## config.mk

```make
export PLATFORM = sky130hd
export DESIGN_NAME = gpr_wb_queue
export DESIGN_NICKNAME = d
export VERILOG_FILES = /design/src/rtl/gpr_wb_queue.sv
export SDC_FILE = /design/constraint.sdc
export NUM_CORES = 1
export LEC_CHECK = 0
export CORE_AREA = 5 5 123 125
export DETAILED_ROUTE_END_ITERATION = 10
export DIE_AREA = 0 0 128 130
export MAX_ROUTING_LAYER = met4
export PLACE_DENSITY = 0.69
export SLEW_MARGIN = 10
export SYNTH_ARGS = -nofsm -noshare
export SYNTH_HDL_FRONTEND = slang
export SYNTH_SLANG_ARGS = --single-unit
```

## constraint.sdc

```tcl
create_clock -name clk -period 5.8 [get_ports clk]
set_clock_uncertainty 0.05 [all_clocks]
set_input_delay 0.87 -clock clk [delete_from_list [all_inputs] [get_ports clk]]
set_output_delay 0.87 -clock clk [all_outputs]
set_load 0.05 [all_outputs]
```

## src/rtl/gpr_wb_queue.sv

```systemverilog
// gpr_wb_queue
//   In-order write-back buffer between the execute/load result sources and
//   the single GPR write port. It absorbs cycles where the write port is busy
//   (for example during load/store-multiple sequencing), and it can optionally
//   expose pending, not-yet-written values to the read side.
//
//   Configuration macro: GPR_WB_BYPASS_EN
//     defined   : lk_hit/lk_data perform a combinational lookup over pending entries
//     undefined : lk_hit=0, lk_data=0, no compare logic is built
//
//   Parameters
//     DEPTH  queue entries (power of two, >= 2)
//     AW     log2(DEPTH), pointer width
//     DW     data width (normally instantiated with `ARCH_WIDTH)
//
//   Ports
//     clk       in   rising-edge clock
//     rst_n     in   asynchronous reset, active-low; discards pending entries
//     wb_valid  in   result write-back request
//     wb_ready  out  queue can accept this cycle (state only, no wb_valid path)
//     wb_rd     in   destination GPR index
//     wb_data   in   result value
//     gpr_busy  in   GPR write port unavailable this cycle
//     gpr_we    out  GPR write enable
//     gpr_wa    out  GPR write address
//     gpr_wd    out  GPR write data
//     occ       out  current entry count, 0..DEPTH
//     lk_ra     in   bypass lookup index
//     lk_hit    out  a pending entry targets lk_ra
//     lk_data   out  data of the youngest matching pending entry
module gpr_wb_queue #(
  parameter int DEPTH = 4,
  parameter int AW    = 2,
  parameter int DW    = 32
) (
  input  logic          clk,
  input  logic          rst_n,
  input  logic          wb_valid,
  output logic          wb_ready,
  input  logic [4:0]    wb_rd,
  input  logic [DW-1:0] wb_data,
  input  logic          gpr_busy,
  output logic          gpr_we,
  output logic [4:0]    gpr_wa,
  output logic [DW-1:0] gpr_wd,
  output logic [AW:0]   occ,
  input  logic [4:0]    lk_ra,
  output logic          lk_hit,
  output logic [DW-1:0] lk_data
);

  localparam logic [AW:0]   CNT_FULL = (AW+1)'(DEPTH);
  localparam logic [AW:0]   CNT_ONE  = (AW+1)'(1);
  localparam logic [AW-1:0] PTR_ONE  = AW'(1);

  logic [4:0]    rd_mem   [DEPTH];
  logic [DW-1:0] data_mem [DEPTH];
  logic [AW-1:0] hp;
  logic [AW-1:0] tp;
  logic [AW:0]   cnt;
  logic          enq;

  // Full/empty come from cnt alone; pointers are only used for addressing.
  assign wb_ready = (cnt != CNT_FULL);
  assign enq      = wb_valid & wb_ready;
  assign gpr_we   = (cnt != '0) & ~gpr_busy;
  assign gpr_wa   = rd_mem[hp];
  assign gpr_wd   = data_mem[hp];
  assign occ      = cnt;

  always_ff @(posedge clk or negedge rst_n) begin
    if (!rst_n) begin
      hp  <= '0;
      tp  <= '0;
      cnt <= '0;
    end else begin
      if (enq)
        tp <= tp + PTR_ONE;
      if (gpr_we)
        hp <= hp + PTR_ONE;
      if (enq && !gpr_we)
        cnt <= cnt + CNT_ONE;
      else if (!enq && gpr_we)
        cnt <= cnt - CNT_ONE;
    end
  end

  // Entry contents need no reset: occupancy is tracked by cnt.
  always_ff @(posedge clk) begin
    if (enq) begin
      rd_mem[tp]   <= wb_rd;
      data_mem[tp] <= wb_data;
    end
  end

`ifdef GPR_WB_BYPASS_EN
  // Walk entries oldest to youngest so the last match (the youngest) wins.
  // The head entry still counts while it is being dequeued this cycle.
  always_comb begin
    lk_hit  = 1'b0;
    lk_data = '0;
    for (int i = 0; i < DEPTH; i++) begin
      if ((i < int'(cnt)) && (rd_mem[hp + AW'(i)] == lk_ra)) begin
        lk_hit  = 1'b1;
        lk_data = data_mem[hp + AW'(i)];
      end
    end
  end
`else
  logic unused_lk;
  assign unused_lk = ^lk_ra;
  assign lk_hit    = 1'b0;
  assign lk_data   = '0;
`endif

endmodule

```

== Word level (Yosys, flattened, before mapping) ==
Memory sizes are Yosys's and may differ from the RTL's.
Index checks and enable logic that the tools add are counted.
Cells by class
  $add $sub $neg: 4
  multipliers: 0
  divide/modulo/power cells: 0
  $lt $le $gt $ge: 0
  equality and inequality tests: 1
  shifts and indexed selects: 0
  muxes and demuxes: 4
  bitwise logic cells: 3
  reductions and logical operators: 6
Operators with widths (count)
  two-way mux 3 bit: 2
  adder 2 x 1 -> 2 bit (second input constant): 2
  adder 3 x 1 -> 3 bit (second input constant): 1
  inequality test 3 bit (second input constant): 1
  nonzero test 3 bit: 1
  subtractor 3 x 1 -> 3 bit (second input constant): 1
  AND 1 bit: 2
  logical AND 1 bit: 2
  zero test 1 bit: 2
  two-way mux 1 bit: 2
  nonzero test 2 bit: 1
  inverter 1 bit: 1
Storage, ports and cells
  bits in registers: 7
  latch bits: 0
  bits in writable memories: 148
  bits in read-only memories: 0
  bits of input ports: 46
  output and inout bits: 75
  logic and storage cells: 23
  memories kept: 2
Memory list
  data_mem: depth 4, bits a word 32, read ports 1, clocked after Yosys merged registers in 0, write ports 1, line 57  | logic [DW-1:0] data_mem [DEPTH];
  rd_mem: depth 4, bits a word 5, read ports 1, clocked after Yosys merged registers in 0, write ports 1, line 56  | logic [4:0] rd_mem [DEPTH];

== Longest topological paths before layout ==
  depth after elaboration: 6
  depth in mapped cells: 9
  gate-level depth less buffers: 9

== Worst setup path after synthesis ==
OpenSTA, ideal clock, no wires.
  kind: input port to flip-flop
  from: input gpr_busy
  to: register cnt[1], in the netlist occ[1]
  setup time: 0.125 ns
  arrival: 2.665 ns
  required time: 5.625 ns
  setup slack: 2.960 ns
  stages on the path: 6
  buffers on the path: 0
  path through: nor2_1 -> inv_1 -> ha_1 -> inv_1 -> fa_1 -> mux2_2
Between the ends
  longest elaborated chain between the ends: 5
  elaborated cells between the ends (all ways): 7
  classes of those cells: mux: 1; bitwise: 2; reduce/logical: 4
RTL lines
  from (decl): line 42  | input logic gpr_busy,
  inverter 1 bit *: line 66  | assign gpr_we = (cnt != '0) & ~gpr_busy;
  AND 1 bit *: line 66
  zero test 1 bit: line 81  | if (enq && !gpr_we)
  logical AND 1 bit: line 81
  two-way mux 3 bit / nonzero test 2 bit (equally long branches)
  to (signal assigned): line 82  | cnt <= cnt + CNT_ONE;
  to (signal assigned): line 84  | cnt <= cnt - CNT_ONE;
  to (decl): line 60  | logic [AW:0] cnt;
Every way passes the cells marked *; elsewhere a longest branch is shown, timed or not.
A chain may end at the register's enable or synchronous reset.

== Worst setup path after layout ==
  from: register hp[0]
  to: output gpr_wd[11]
Between the ends
  longest elaborated chain between the ends: 1
RTL lines
  from (decl): line 58  | logic [AW-1:0] hp;
  from (signal assigned): line 80  | hp <= hp + PTR_ONE;
  memory (4 x 32 bit)
  to (decl): line 45  | output logic [DW-1:0] gpr_wd,
No other way between the ends.

==> reports/results.ini <==
[setup_path]
r2r_cells=3
cp-start-kind=register
reg2reg_slack_ps=3510
endpoint_kind=output port
reg2reg_from=occ[0]$_DFFE_PN0P_
critPathRequiredTime_ps=4880
worst-setup-path-type=reg -> out
cp_max_fo=30
crit_arrival_ps=3110
rr_endpoint=data_mem[0][2]$_DFFE_PP_

[hold_path]
worst_hold_path_type=reg -> reg
hold_path_depth=1
holdPathEnd=occ[2]$_DFFE_PN0P_
hp-start=occ[2]$_DFFE_PN0P_

[synth]
syn_area_um2=6002
yosys_warnings=0
syn_area_per_cell_um2=22.82
synthCells=263
yosysSeqAreaShare=0.7696
synth_cell_types=20
ys_seq_elements=155

[routing]
antenna_left=0
wl_per_cell_um=18.63
route.detailed.drc=0
num_vias=2699
drtIter0Drc=180
drt_pass1_iterations=4
drt_wl_total_mm=10.23
viasPerCell=4.916

[power]
p_per_area_nw_per_um2=610.5
p_leak_nw=2.548
power_frac_clock=0.263
p_sw_frac=0.3596
power.switching_mw=1.654
vdd_drop_max_mv=0.4569
internal-power_mw=2.945
seqPwrFrac=0.364
p_comb_frac=0.374

[placed_design]
place_congestion=0.7376
dp_hpwl_mm=5.895
dp_cells=517
place_area_um2=6879
port-buffer-count=82

[clock_tree]
max-clock-path-buffers=2
cts_resized=0
clkTransAtPathRegs_ps=60
clkSinkCount=155
cts-htree-levels=4
cts_tree=yes
numCtsBuffers=17
cts_root_buffer=clkbuf_16
cts_hold_buffers=0
post_cts_buffers=0
clk_latency_ps=410

[global_route]
first_global_vias=2913
grt_first_pass_wirelength_mm=15.93
grtUsageTotal=0.1357
antenna_found_initial=0
grt_max_degree=39
grt-ovfl-total=0

[timing]
setup_viol=0
slew_headroom=0.2752
fin_crit_ps=4033
timing.final.crit_share=0.6953
rsz0062_at_grt=no
fmax_mhz=248.0
fin_tns_setup_ps=0
hold_viol=0
final_max_slew_viol_count=0
worstMarginPinSlew_ps=1087

[flow_run]
cap_violations=0

[die]
core_um2=13770
rows=43
ios=121
dieWidth_um=128
dieArea_um2=16640
die_y_um=130
floorplan.initialDensity=0.4358

[final_layout]
final_area_um2=7533
nets=408
fin_util=0.5470
drive_gt1_frac=0.2114
syn2layout_area_growth_pct=25.52
final_cell_count_no_fill=549
n_antenna_cell=0
fillerInstances=1085

[outcome]
status=completed

## power groups by stage
| stage | Combinational (mW) | Sequential, mW | Clock (mW) |
|---|---|---|---|
| floorplan | 1.32 | 1.60 | 0 |
| global placement | 1.74 | 1.69 | 0 |
| detailed placement | 1.75 | 1.71 | 0 |
| CTS | 1.75 | 1.69 | 1.23 |
| global route | 1.80 | 1.71 | 1.28 |
| finish | 1.72 | 1.67 | 1.21 |
## synthesized netlist by cell type
cell type | number | area share
nor3_1 | 1 | 0.00083
and2_1 | 4 | 0.0042
ha_1 | 5 | 0.010
xnor2_1 | 2 | 0.0029
xor2_1 | 4 | 0.0058
inv_1 | 4 | 0.0025
buf_2 | 3 | 0.0025
buf_4 | 35 | 0.044
buf_6 | 2 | 0.0038
conb_1 | 1 | 0.00062
mux2_2 | 2 | 0.0038
fa_1 | 1 | 0.0033
nor2_1 | 3 | 0.0019
dfrtp_1 | 7 | 0.029
a21boi_2 | 1 | 0.0019
nor3b_2 | 1 | 0.0021
clkbuf_1 | 1 | 0.00062
mux4_2 | 37 | 0.14
nand2_1 | 1 | 0.00062
edfxtp_1 | 148 | 0.74
## routing by layer
layer / GRT usage / part of all wire
met5: - / 0
met4: 0.05056 / 0.010
met3: 0.04625 / 0.066
met2: 0.2064 / 0.49
met1: 0.1707 / 0.44
## worst max-delay path, cell delays in order, from the launching register on
cell and delay (ps):
dfrtp_2 1050, buf_4 390, mux4_2 540, clkdlybuf4s50_1 720
## registers in the layout, indices dropped and copies added (netlist names)
register	count
tp	2
rd_mem	20
data_mem	128
occ	3
hp	2
## per-stage QoR
stage          worst slack [ps]  hold WS, ps  power (mW)
2_1_floorplan              2960        484.0       2.918
3_3_place_gp               2082        491.9       3.429
3_5_place_dp               2080        506.1       3.454
4_1_cts                    1623        524.4       4.671
5_1_grt                    1496        552.1       4.798
6_report                   1767        526.4       4.599
## kinds of logic (layout without fill, tap and decap cells)
kind of cell             Yosys count  count (layout)  share of synthesized area
other                              1              33                  0.0006248
AND/OR/NAND/NOR                   10              10                   0.009587
AO/OA/AOI/OAI                      1               1                   0.001876
flip-flops                       155             155                     0.7696
multiplexers                      39              39                     0.1426
buffers and inverters             45             119                    0.05316
adder cells (fa/ha/maj)            6               6                    0.01376
XOR/XNOR                           6               6                   0.008755
## layout make-up
cell class              instances  area [µm²]  share of cell area
inverters                       4       15.01            0.001993
multi-input cells              95        1189              0.1578
repair buffers                 83       828.3              0.1099
clock buffers                  18       429.2             0.05697
flip-flops and latches        155        4622              0.6135
well taps                     180       225.2             0.02990
clock inverters                14       225.2             0.02990
## how the worst max path moves through the flow
stage | startpoint | to | slack [ps] | cells past startpoint
after floorplan | gpr_busy | occ[1]$_DFFE_PN0P_ | 2960 | 6
after global placement | hp[0]$_DFFE_PN0P_ | gpr_wd[11] | 2080 | 3
after detailed placement | hp[0]$_DFFE_PN0P_ | gpr_wd[11] | 2080 | 3
after CTS | hp[0]$_DFFE_PN0P_ | gpr_wd[7] | 1620 | 3
after global routing | hp[0]$_DFFE_PN0P_ | gpr_wd[11] | 1500 | 3
final | hp[0]$_DFFE_PN0P_ | gpr_wd[11] | 1770 | 3
## placed cells by master (no fill, tap or decap), types with 2 or more instances in the layout
master           netlist  final
edfxtp_1             148    148
xor2_1                 4      4
clkinv_2               0      5
nor2_1                 3      3
inv_1                  4      4
clkbuf_16              0     17
bufinv_16              0      6
mux4_2                37     37
dfrtp_1                7      5
conb_1                 1     33
xnor2_1                2      2
clkdlybuf4s50_1        0     82
ha_1                   5      5
dfrtp_2                0      2
mux2_2                 2      2
and2_2                 0      4
No activity file was read; power rests on OpenSTA's default activity.
